## src/rtl/arith_pkg.sv

```systemverilog
// arith_pkg: shared FSM state encoding and WIDTH legal range for the serial arithmetic blocks
package arith_pkg;
  typedef enum logic [1:0] {IDLE = 2'b00, SHIFT = 2'b01, DONE = 2'b10} state_t;
  localparam int WIDTH_MIN = 2;
  localparam int WIDTH_MAX = 32;
endpackage

```

## src/rtl/serial_subtractor_if.sv

```systemverilog
// serial_subtractor_if: start/busy/done handshake, operands and registered results
interface serial_subtractor_if #(parameter int WIDTH = 8);
  logic             start;
  logic [WIDTH-1:0] in1;
  logic [WIDTH-1:0] in2;
  logic             borrow_in;
  logic             busy;
  logic             done;
  logic [WIDTH-1:0] diff;
  logic             borrow_out;
  logic             overflow;
  modport master (output start, in1, in2, borrow_in, input busy, done, diff, borrow_out, overflow);
  modport slave (input start, in1, in2, borrow_in, output busy, done, diff, borrow_out, overflow);
endinterface

```

## src/rtl/half_subtractor.sv

```systemverilog
// half_subtractor: single-bit a-b difference and borrow
module half_subtractor (
  output logic diff,
  output logic borrow,
  input  logic in1,
  input  logic in2
);
  assign diff   = in1 ^ in2;
  assign borrow = ~in1 & in2;
endmodule

```

## src/rtl/serial_subtractor.sv

```systemverilog
// serial_subtractor: bit-serial in1 - in2 - borrow_in, LSB first, one bit per clock.
// Define SERIAL_SUB_OVF_EN to drive overflow with signed overflow; otherwise it is tied to 0.
module serial_subtractor
  import arith_pkg::*;
#(
  parameter int WIDTH = 8
) (
  input  logic clk,
  input  logic rst_n,
  serial_subtractor_if.slave bus
);
  localparam int CW = $clog2(WIDTH);
  state_t           state, state_nx;
  logic [WIDTH-1:0] a, b;
  logic [WIDTH-2:0] dr;
  logic [CW-1:0]    cnt;
  logic             bf, d, d1, b1, b2, bo, load, last;
  half_subtractor hs1 (.diff(d1), .borrow(b1), .in1(a[0]), .in2(b[0]));
  half_subtractor hs2 (.diff(d), .borrow(b2), .in1(d1), .in2(bf));
  assign bo = b1 | b2;
  always_comb begin
    load     = (state != SHIFT) && bus.start;
    last     = (state == SHIFT) && (cnt == CW'(WIDTH - 1));
    state_nx = load ? SHIFT : (state == SHIFT) ? (last ? DONE : SHIFT) : IDLE;
    bus.busy = state == SHIFT;
    bus.done = state == DONE;
  end
  always_ff @(posedge clk or negedge rst_n)
    if (!rst_n) state <= IDLE;
    else state <= state_nx;
  // dr keeps the WIDTH-1 most recent difference bits; the final bit joins it on the way into diff
  always_ff @(posedge clk or negedge rst_n)
    if (!rst_n) begin
      a              <= '0;
      b              <= '0;
      dr             <= '0;
      bf             <= 1'b0;
      cnt            <= '0;
      bus.diff       <= '0;
      bus.borrow_out <= 1'b0;
    end else if (load) begin
      a   <= bus.in1;
      b   <= bus.in2;
      bf  <= bus.borrow_in;
      cnt <= '0;
    end else if (state == SHIFT) begin
      a   <= a >> 1;
      b   <= b >> 1;
      dr  <= (WIDTH-1)'({d, dr} >> 1);
      bf  <= bo;
      cnt <= cnt + 1'b1;
      if (last) begin
        bus.diff       <= {d, dr};
        bus.borrow_out <= bo;
      end
    end
`ifdef SERIAL_SUB_OVF_EN
  always_ff @(posedge clk or negedge rst_n)
    if (!rst_n) bus.overflow <= 1'b0;
    else if (last) bus.overflow <= bf ^ bo;
`else
  assign bus.overflow = 1'b0;
`endif
endmodule

```

## src/flat_wrapper.sv

```systemverilog
// flat-port wrapper written by rule: the top's interface ports become plain ports
module serial_subtractor_flat import arith_pkg::*;
#(
  parameter int WIDTH = 8
)
  (clk, rst_n, bus_start, bus_in1, bus_in2, bus_borrow_in, bus_busy, bus_done, bus_diff, bus_borrow_out, bus_overflow);
  serial_subtractor_if #(.WIDTH(WIDTH)) bus_i ();
  input  logic clk;
  input  logic rst_n;
  input wire logic [$bits(bus_i.start)-1:0] bus_start;
  input wire logic [$bits(bus_i.in1)-1:0] bus_in1;
  input wire logic [$bits(bus_i.in2)-1:0] bus_in2;
  input wire logic [$bits(bus_i.borrow_in)-1:0] bus_borrow_in;
  output wire logic [$bits(bus_i.busy)-1:0] bus_busy;
  output wire logic [$bits(bus_i.done)-1:0] bus_done;
  output wire logic [$bits(bus_i.diff)-1:0] bus_diff;
  output wire logic [$bits(bus_i.borrow_out)-1:0] bus_borrow_out;
  output wire logic [$bits(bus_i.overflow)-1:0] bus_overflow;
  assign bus_i.start = bus_start;
  assign bus_i.in1 = bus_in1;
  assign bus_i.in2 = bus_in2;
  assign bus_i.borrow_in = bus_borrow_in;
  assign bus_busy = bus_i.busy;
  assign bus_done = bus_i.done;
  assign bus_diff = bus_i.diff;
  assign bus_borrow_out = bus_i.borrow_out;
  assign bus_overflow = bus_i.overflow;
  serial_subtractor #(.WIDTH(WIDTH)) u_core (.clk(clk), .rst_n(rst_n), .bus(bus_i));
endmodule
```

## config.mk

```make
export PLATFORM = sky130hd
export DESIGN_NAME = serial_subtractor_flat
export DESIGN_NICKNAME = d
export VERILOG_FILES = /design/src/rtl/arith_pkg.sv /design/src/rtl/serial_subtractor_if.sv /design/src/rtl/half_subtractor.sv /design/src/rtl/serial_subtractor.sv /design/src/flat_wrapper.sv
export SDC_FILE = /design/constraint.sdc
export NUM_CORES = 1
export LEC_CHECK = 0
export ABC_CLOCK_PERIOD_IN_PS = 1800
export CORE_MARGIN = 8
export CORE_UTILIZATION = 45
export CTS_BUF_LIST = sky130_fd_sc_hd__clkbuf_4 sky130_fd_sc_hd__clkbuf_8 sky130_fd_sc_hd__clkbuf_16
export DETAILED_ROUTE_END_ITERATION = 7
export GPL_TIMING_DRIVEN = 0
export PLACE_DENSITY = 0.78
export SETUP_SLACK_MARGIN = 0.5
export SLEW_MARGIN = 5
export SYNTH_ARGS = -nofsm -noshare
export SYNTH_HDL_FRONTEND = slang
export SYNTH_SLANG_ARGS = --single-unit
```

## constraint.sdc

```tcl
create_clock -name clk -period 1.8 [get_ports clk]
set_clock_uncertainty 0.1 [all_clocks]
set_input_delay 0.27 -clock clk [delete_from_list [all_inputs] [get_ports clk]]
set_output_delay 0.27 -clock clk [all_outputs]
set_load 0.005 [all_outputs]
```

---- Yosys cells after proc, flatten, opt, wreduce, memory -nomap -nowiden ----
Index checks and enable logic that the tools add are counted.
word-level totals
  register bits after elaboration ......... 38
  latch bits .............................. 0
  RAM bits ................................ 0
  memory bits (read-only) ................. 0
  bits of input ports ..................... 20
  output and inout port bits .............. 12
  logic and storage cells ................. 37
  memories ................................ 0
cells by class
  add/sub/neg operators ................... 1
  multiply operators ...................... 0
  div/mod/pow operators ................... 0
  order comparisons ....................... 0
  eq/ne operators ......................... 4
  shift-type cells ........................ 0
  multiplexer cells ....................... 11
  bitwise gates (word level) .............. 8
  reductions and logical operators ........ 5
operator list
  kind                   number
  $mux W8                4
  $mux W2                3
  $mux W3                2
  $add A3 B1 Y3 const B  1
  $eq A3 B3 Y1 const B   1
  $not A1 Y1             3
  $reduce_and A3 Y1      1
  $and A1 B1 Y1          2
  $eq A2 B1 Y1 const B   1
  $eq A2 B2 Y1 const B   1
  $logic_and A1 B1 Y1    2
  $mux W1                2
  $ne A2 B1 Y1 const B   1
  $reduce_and A2 Y1      1
  $reduce_bool A2 Y1     1
  $xor A1 B1 Y1          2
  $or A1 B1 Y1           1

---- Depth between registers and ports, before layout ----
  depth in word-level cells ............... 6
  depth in mapped cells ................... 6
  gate-level depth less buffers ........... 5

---- Hierarchy ----
A second synthesis with hierarchy kept.
second synthesis, totals
  cells, all modules ...................... 136
  area, all modules ....................... 1,679.1 um2
by module, submodules not included
  module             instances  cells an instance  area each (um2)  seq. area each (um2)
  serial_subtractor  1          130                1,639.1          950.9
  half_subtractor    2          3                  20.0             0.0

---- Worst setup path before layout ----
OpenSTA, ideal clock, no wires.
  path type ............................... register to register
  start point ............................. register u_core.cnt[0]
  end point ............................... register u_core.bus.diff[1]
  library setup time ...................... 0.125 ns
  arrival ................................. 1.309 ns
  data required time ...................... 1.575 ns
  slack ................................... 0.266 ns
  cell stages (with the launch flop) ...... 6
  path buffers ............................ 1
  clock period less this slack ............ 1.534 ns
  path through ............................ dfrtp_1 > ha_1 > ha_1 > nand3b_4 > buf_4 > mux2_2
between the ends
  word-level cells in the longest chain between the ends .. 3
RTL lines
  element                             RTL line                    source
  from (decl)                         serial_subtractor.sv:16     logic [CW-1:0] cnt;
  from (signal assigned)              serial_subtractor.sv:51     cnt <= cnt + 1'b1;
  $eq A3 B3 Y1                        serial_subtractor.sv:23     last = (state == SHIFT) && (cnt == CW'(WIDTH - 1));
  $logic_and A1 B1 Y1                 serial_subtractor.sv:23
  $reduce_and A3 Y1 (no source line)  --
  to (signal assigned)                serial_subtractor.sv:53     bus.diff <= {d, dr};
  to (decl)                           serial_subtractor_if.sv:13  modport slave (input start, in1, in2, borrow_in, output busy, done, diff, borrow_out, overflow);
No other way between the ends.
A chain may end at the register's enable or synchronous reset.

---- Final worst setup path ----
  start point ............................. register u_core.state[0]
  end point ............................... output bus_busy
between the ends
  word-level cells in the longest chain between the ends .. 1
RTL lines
  element                 RTL line                 source
  from (decl)             serial_subtractor.sv:13  state_t state, state_nx;
  from (signal assigned)  serial_subtractor.sv:30  else state <= state_nx;
  $eq A2 B1 Y1            serial_subtractor.sv:25  bus.busy = state == SHIFT;
  to (decl)               flat_wrapper.sv:14       output wire logic [$bits(bus_i.busy)-1:0] bus_busy;
No other way between the ends.

==> run metrics <==
DP HPWL=2.39 mm; maxcap violations=0; Tot Pwr=4.33 mW; Worst setup SP type=register; hold crit path type=reg -> reg; P&R area growth vs syn=46.7%; mean post-synth cell area=12.6 µm²; Synth Area in Adders=0.0271; GR Layer Usage met2=0.219; clk sinks=38; Finish-stage setup viols=0; number of I/O pins=32; cell count after synthesis=132; chip height=76.8 µm; die area=5900 µm²; Die W=76.8 µm; period utilization=0.853; R2R Setup Slk=0.29 ns; R2R cell count=5; Worst VDD drop=0.000877 V; GP Congestion=0.697; WP data required=1.43 ns; via count=1,211; crit-path leading delay family=flip-flops; drt pass-1 iters=4; aggregate global routing overflow=0; per-cell routed wire length=15.6 µm; post-synthesis compound-gate area fraction=0.0587; CP endpoint kind=primary output; IO buf count=30; hold path startpoint=u_core.b[7]$_DFFE_PN0P_; crit path DAT=1.16 ns; Initial Utilization=0.461; GR met1 Demand/Resource=0.140; Leakage=1.19 nW; DRT iter0 DRCs=48; FF+latch count, synth=38; initial antenna violation count=0; worst rel slew slack=0.645; clk buf depth=2; first-pass GRT wire length=6.20 mm; CP cell instances=nor2b_4 -> buf_8 -> buf_6 -> buf_6; Clock H-tree levels=2; Synth Area in Simple Gates=0.0835; mapped cell area=1660 µm²; DRT Wirelength=3.73 mm; Crit path top cell by count=buf_6; Hold Path Depth=2; layout cell share with drive strength beyond 1=0.414; largest family of logic cells by synthesized area=multiplexers; met3 Use GR=0.0606; Syn. warnings=0; largest net degree at the start of global routing=39; CP max stage cell=dfrtp_1; CTS tree=built; Syn Nets=155; drt via density=5.07; core area=3610 µm²; Unique masters post-synth=22; worst r2r src=u_core.cnt[1]$_DFFE_PN0P_; Slew Limit Fails=0; mux contribution to synthesized area=0.209; Hold Path Sink=u_core.b[6]$_DFFE_PN0P_; Remaining DRCs=0; Worst-Skew Late Latency=0.30 ns; Setup TNS=0 ns; XOR/XNOR Fraction of Synth Area=0; CTS clock-pin slew for the worst setup and hold paths=0.08 ns; final hold vios=0; max incr delay on CP=0.40 ns; register area share after synthesis=0.572; fin nets=213; ANT cells=0; power density cells=1780 nW/µm²; crit path buf inv count=3; slew at the pin closest to its max-slew limit=0.533 ns; RSZ-0062 raised after global routing=true; GR peak layer=met2; Root Buffer=clkbuf_8; Rows=22; crit path kind=reg -> out; Final min period=1.53 ns; R2R Path End=u_core.bus.diff[1]$_DFFE_PN0P_; TritonCTS buffer count=5; status=finished clean; GRT Util Overall=0.130; f_max=652 MHz; Antenna Nets Post-Route=0; critical path fanouts, max=3; vias in the first global route=1,326
==> worst max path at each step <==
stage / depth (start not counted) / slack [ns] / to / from
detailed placement: 4 / 0.02 / bus_busy / u_core.state[0]$_DFF_PN0_
global route: 4 / 0.21 / bus_busy / u_core.state[1]$_DFF_PN0_
floorplan: 5 / 0.37 / u_core.bus.diff[1]$_DFFE_PN0P_ / u_core.cnt[1]$_DFFE_PN0P_
finish: 4 / 0.27 / bus_busy / u_core.state[0]$_DFF_PN0_
CTS: 4 / 0.22 / bus_busy / u_core.state[0]$_DFF_PN0_
global placement: 1 / -0.42 / u_core.a[4]$_DFFE_PN0P_ / rst_n
==> through the flow <==
step	hold slack, ns	util	instance area [µm²]	setup WS (ns)	std cells
floorplan	-0.126	-	1720	0.369	132
global placement	0.363	0.576	2080	-0.424	210
detailed placement	0.319	0.574	2070	0.0186	210
CTS	0.402	0.647	2330	0.222	231
global route	0.426	0.677	2440	0.214	239
finish	0.400	0.677	2440	0.265	239
==> synthesized netlist by cell type (all sizes together) <==
| library cell | count | area, µm² |
|---|---|---|
| dfrtp | 38 | 951 |
| ha | 2 | 25.0 |
| conb | 1 | 3.75 |
| buf | 8 | 62.6 |
| a211oi | 1 | 7.51 |
| o21ai | 17 | 85.1 |
| nand2b | 2 | 12.5 |
| fa | 1 | 20.0 |
| inv | 3 | 11.3 |
| nand2 | 17 | 63.8 |
| mux2i | 16 | 160 |
| clkbuf | 1 | 5.00 |
| nor2b | 2 | 20.0 |
| nor2 | 4 | 15.0 |
| and2b | 1 | 7.51 |
| mux2 | 16 | 188 |
| nand3b | 1 | 20.0 |
| a21oi | 1 | 5.00 |
==> final cells by class <==
class / count / area [µm²]
sequential: 38 / 951
clock inverter: 3 / 45.0
fill: 278 / 1170
inverter: 3 / 13.8
clock buffer: 5 / 68.8
multi-input combinational: 82 / 723
timing repair buffer: 51 / 472
tap: 48 / 60.1
buffer: 9 / 106
==> logic make-up after synthesis <==
group,after synthesis
AND/OR/NAND/NOR,27
adder cells (fa/ha/maj),3
AO/OA/AOI/OAI,19
buffers and inverters,12
other,1
multiplexers,32
flip-flops,38
==> per-layer routing <==
layer	vias up	routed length (µm)
met5	-	0
met4	0	55
met3	8	255
met2	36	1870
met1	605	1550
li1	562	-
==> cell usage in the layout, fill, tap and decap left out <==
cell and instances:
dfrtp_1 38, clkdlybuf4s50_1 18, mux2i_1 16, buf_4 15
mux2_4 11, nand2_1 10, o21ai_1 8, buf_8 6
buf_6 6, nand2_2 6, o21ai_0 6, mux2_2 5
clkbuf_8 5, clkbuf_2 5, clkdlybuf4s15_1 4, nor2_1 3
o21ai_2 3, buf_2 2, clkbuf_4 2, nand2b_1 2
clkinvlp_4 2, nor2b_4 1, inv_2 1, inv_1 1
nand3b_4 1, inv_4 1, and2b_1 1, nand2_4 1
nor2b_1 1, a211oi_2 1, a21oi_1 1, nor2_2 1
fa_1 1, ha_4 1, ha_2 1, conb_1 1
bufinv_16 1, buf_16 1, dlygate4sd3_1 1
==> worst min-delay path: cells and delay by family, from the launching register on <==
family	cells	cell delay [ns]
compound gates	1	0.05
flops	1	0.36
simple gates	1	0.06
==> repair_timing <==
action | in CTS | in global routing
setup endpoints to repair | 32 | 82
hold buffers | 1 | 0
setup buffers | 11 | 7
pin swaps | 1 | 4
hold endpoints to repair | 38 | 0
cloned | 1 | 1
resized for setup | 43 | 35
==> state kept, by name (all words and copies together), names as in the netlist <==
| register | flops |
|---|---|
| u_core.bus.borrow_out | 1 |
| u_core.a | 8 |
| u_core.dr | 7 |
| u_core.cnt | 3 |
| u_core.bf | 1 |
| u_core.b | 8 |
| u_core.bus.diff | 8 |
| u_core.state | 2 |
==> where the power goes <==
| group | internal (mW) | switching (mW) |
|---|---|---|
| clock network | 0.412 | 0.320 |
| logic | 1.27 | 0.820 |
| registers | 1.26 | 0.258 |
(Power assumes the default switching activity.)
==> RTL change: new RTL, same flow settings <==
`WIDTH` is set to 8 in 3 places; all go to 4.
--- a/src/rtl/serial_subtractor_if.sv
+++ b/src/rtl/serial_subtractor_if.sv
@@ -1,3 +1,3 @@
 // serial_subtractor_if: start/busy/done handshake, operands and registered results
-interface serial_subtractor_if #(parameter int WIDTH = 8);
+interface serial_subtractor_if #(parameter int WIDTH = 4);
   logic             start;
--- a/src/rtl/serial_subtractor.sv
+++ b/src/rtl/serial_subtractor.sv
@@ -5,3 +5,3 @@
 #(
-  parameter int WIDTH = 8
+  parameter int WIDTH = 4
 ) (
--- a/src/flat_wrapper.sv
+++ b/src/flat_wrapper.sv
@@ -3,3 +3,3 @@
 #(
-  parameter int WIDTH = 8
+  parameter int WIDTH = 4
 )
Ports: changed (resized bus_diff, bus_in1 and bus_in2); port bits go from 32 to 20. No check against the original RTL was run, so the function may have changed too.
==> RTL change against the original RTL <==
  * Count of clock-buffer cells in the layout is 1 lower
  * Cell area shrank 41%
  * Largest power group unchanged
  * Total power shrank 43%
  * Area after synthesis fell by 42%
  * The flow now finishes with violations (negative hold slack)
  * Via count fell by 45%
  * Sequential cell count fell by 17
  * Largest cell class unchanged
  * Hold slack got worse by 420 ps
  * Setup slack gained 130 ps
  * Non-clock buffer count fell by 16
  * Wire length down 44%
==> RTL change: results (changes against the original RTL) <==
.. list-table::
   :header-rows: 1

   * - Metric
     - Value
   * - Via count of the first global-routing pass
     - 716 (-46%)
   * - Count of final hold-check violations
     - 21 (+21)
   * - Layout cell share with drive strength beyond 1
     - 55.9% (+14 points)
   * - Max FO, Critical Path
     - 2 (-1)
   * - Endpoint of the worst register-to-register path
     - u_core.bus.diff[3]
   * - Part of the Yosys area used for sequential elements
     - 54.1% (-3.1 points)
   * - HPWL Detailed
     - 1210 um (-49%)
   * - R2R Setup Slk
     - 390 ps (+100 ps)
   * - Met2 Usage GRT
     - 17.9% (-4.1 points)
   * - Failing checks
     - negative hold slack
   * - Count of buffers from port buffering
     - 18 (-40%)
   * - Highest cell delay on the worst timing path
     - 490 ps (+90 ps)
   * - Worst relative slew slack
     - 36.7% (-28 points)
   * - Biggest registers after layout
     - u_core.a x4, u_core.b x4, u_core.bus.diff x4
   * - Initial antenna violation count
     - 0 (unchanged)
   * - Post-layout nets
     - 126 (-41%)
   * - Routed wl met3
     - 122 um (-52%)
   * - Inserted Clock Buffers
     - 3 (-2)
   * - Met1 Use GR
     - 11.8% (-2.1 points)
   * - Outcome
     - finished with violations
   * - Wire length per cell
     - 15.1 um (-3.1%)
   * - Post-synth top cells
     - 21 x dfrtp_1, 12 x mux2_2, 8 x mux2_4
   * - Deepest level of the CTS H-tree
     - 1 (-1)
   * - Maximum resistive drop on vdd
     - 0.000844 V (-3.7%)
   * - Data arrival time of the critical path
     - 1510 ps (+350 ps)
   * - Total GRT Usage
     - 11.3% (-1.7 points)
   * - # fillers
     - 164 (-41%)
   * - DRT iter0 DRCs
     - 3 (-94%)
   * - Met2 WL post-DR
     - 1090 um (-42%)
   * - Global-route wire length before repair
     - 3420 um (-45%)
   * - Clock slew seen by the registers of the worst setup and hold paths
     - 120 ps (+40 ps)
   * - Switching power as a share of total power
     - 29.7% (-2.6 points)
   * - Instance count after placement with tap cells included
     - 112 (-47%)
   * - Wire length reported by the detailed router
     - 2100 um (-44%)
   * - Cell count of the worst reg-to-reg path
     - 3 (-2)
   * - Slowest cell on the critical path
     - fa_1
   * - Leakage Power
     - 0.739 nW (-38%)
   * - Met3 usage in global routing
     - 5.56% (-0.51 points)
   * - Final hold slack
     - -18.3 ps (-418 ps)
   * - Total number of vias
     - 665 (-45%)
   * - DRT met1 WL
     - 834 um (-46%)
   * - Pin count of the biggest net entering global routing
     - 22 (-44%)
   * - Cell at the root of the clock tree
     - clkbuf_4
   * - RR Startpoint
     - u_core.b[0]
   * - Post-synthesis net count
     - 80 (-48%)
[RTL change: changes by cell type in the layout (fill, tap and decap cells not counted), moves of 3 or more]
| cell | change |
|---|---|
| nand2_2 | -6 |
| o21ai_0 | -6 |
| mux2i_1 | -10 |
| o21ai_1 | -8 |
| buf_4 | +3 |
| clkdlybuf4s50_1 | -9 |
| buf_8 | -6 |
| dfrtp_1 | -17 |
| o21ai_2 | -3 |
| mux2_2 | +3 |
| nand2_1 | -10 |
| clkdlybuf4s15_1 | -4 |
| clkbuf_8 | -5 |
[RTL change: layout make-up]
type	count	area (um^2)	area share, %
flip-flops and latches	21	526	36.7
multi-input cells	37	425	29.7
repair buffers	41	355	24.8
plain buffers	3	38.8	2.71
well taps	28	35.0	2.45
clock buffers	4	30.0	2.10
inverters	5	21.3	1.49
[RTL change: timing repair]
action	in CTS	in global routing
gates cloned	1	1
setup endpoints to repair	20	44
gates resized for setup	29	9
pin swaps	1	0
buffers inserted	16	5
[RTL change: power groups by stage]
stage	Sequential, mW	Combinational [mW]	Clock [mW]
after floorplan	0.806	0.649	0
after global placement	0.820	0.908	0
after detailed placement	0.833	0.949	0
after CTS	0.824	1.23	0.254
after global routing	0.852	1.49	0.275
final	0.830	1.39	0.247
[RTL change: kinds of logic after synthesis]
group,after synthesis,synth area share (%)
muxes,26,32.5
DFF,21,54.1
buffers and inverters,8,4.64
and+or+nand+nor,7,4.25
adders and majority gates,2,3.35
AOI/OAI and AO/OA,1,0.773
other,1,0.386
[RTL change: per-stage QoR]
stage	cell area (um^2)	hold WS, ps	total power [mW]	setup slack, ps
floorplan	988	-126	1.46	447
global placement	1200	370	1.73	33.0
detailed placement	1200	384	1.78	22.8
CTS	1380	384	2.31	402
global route	1430	66.4	2.61	343
finish	1430	-18.3	2.47	392
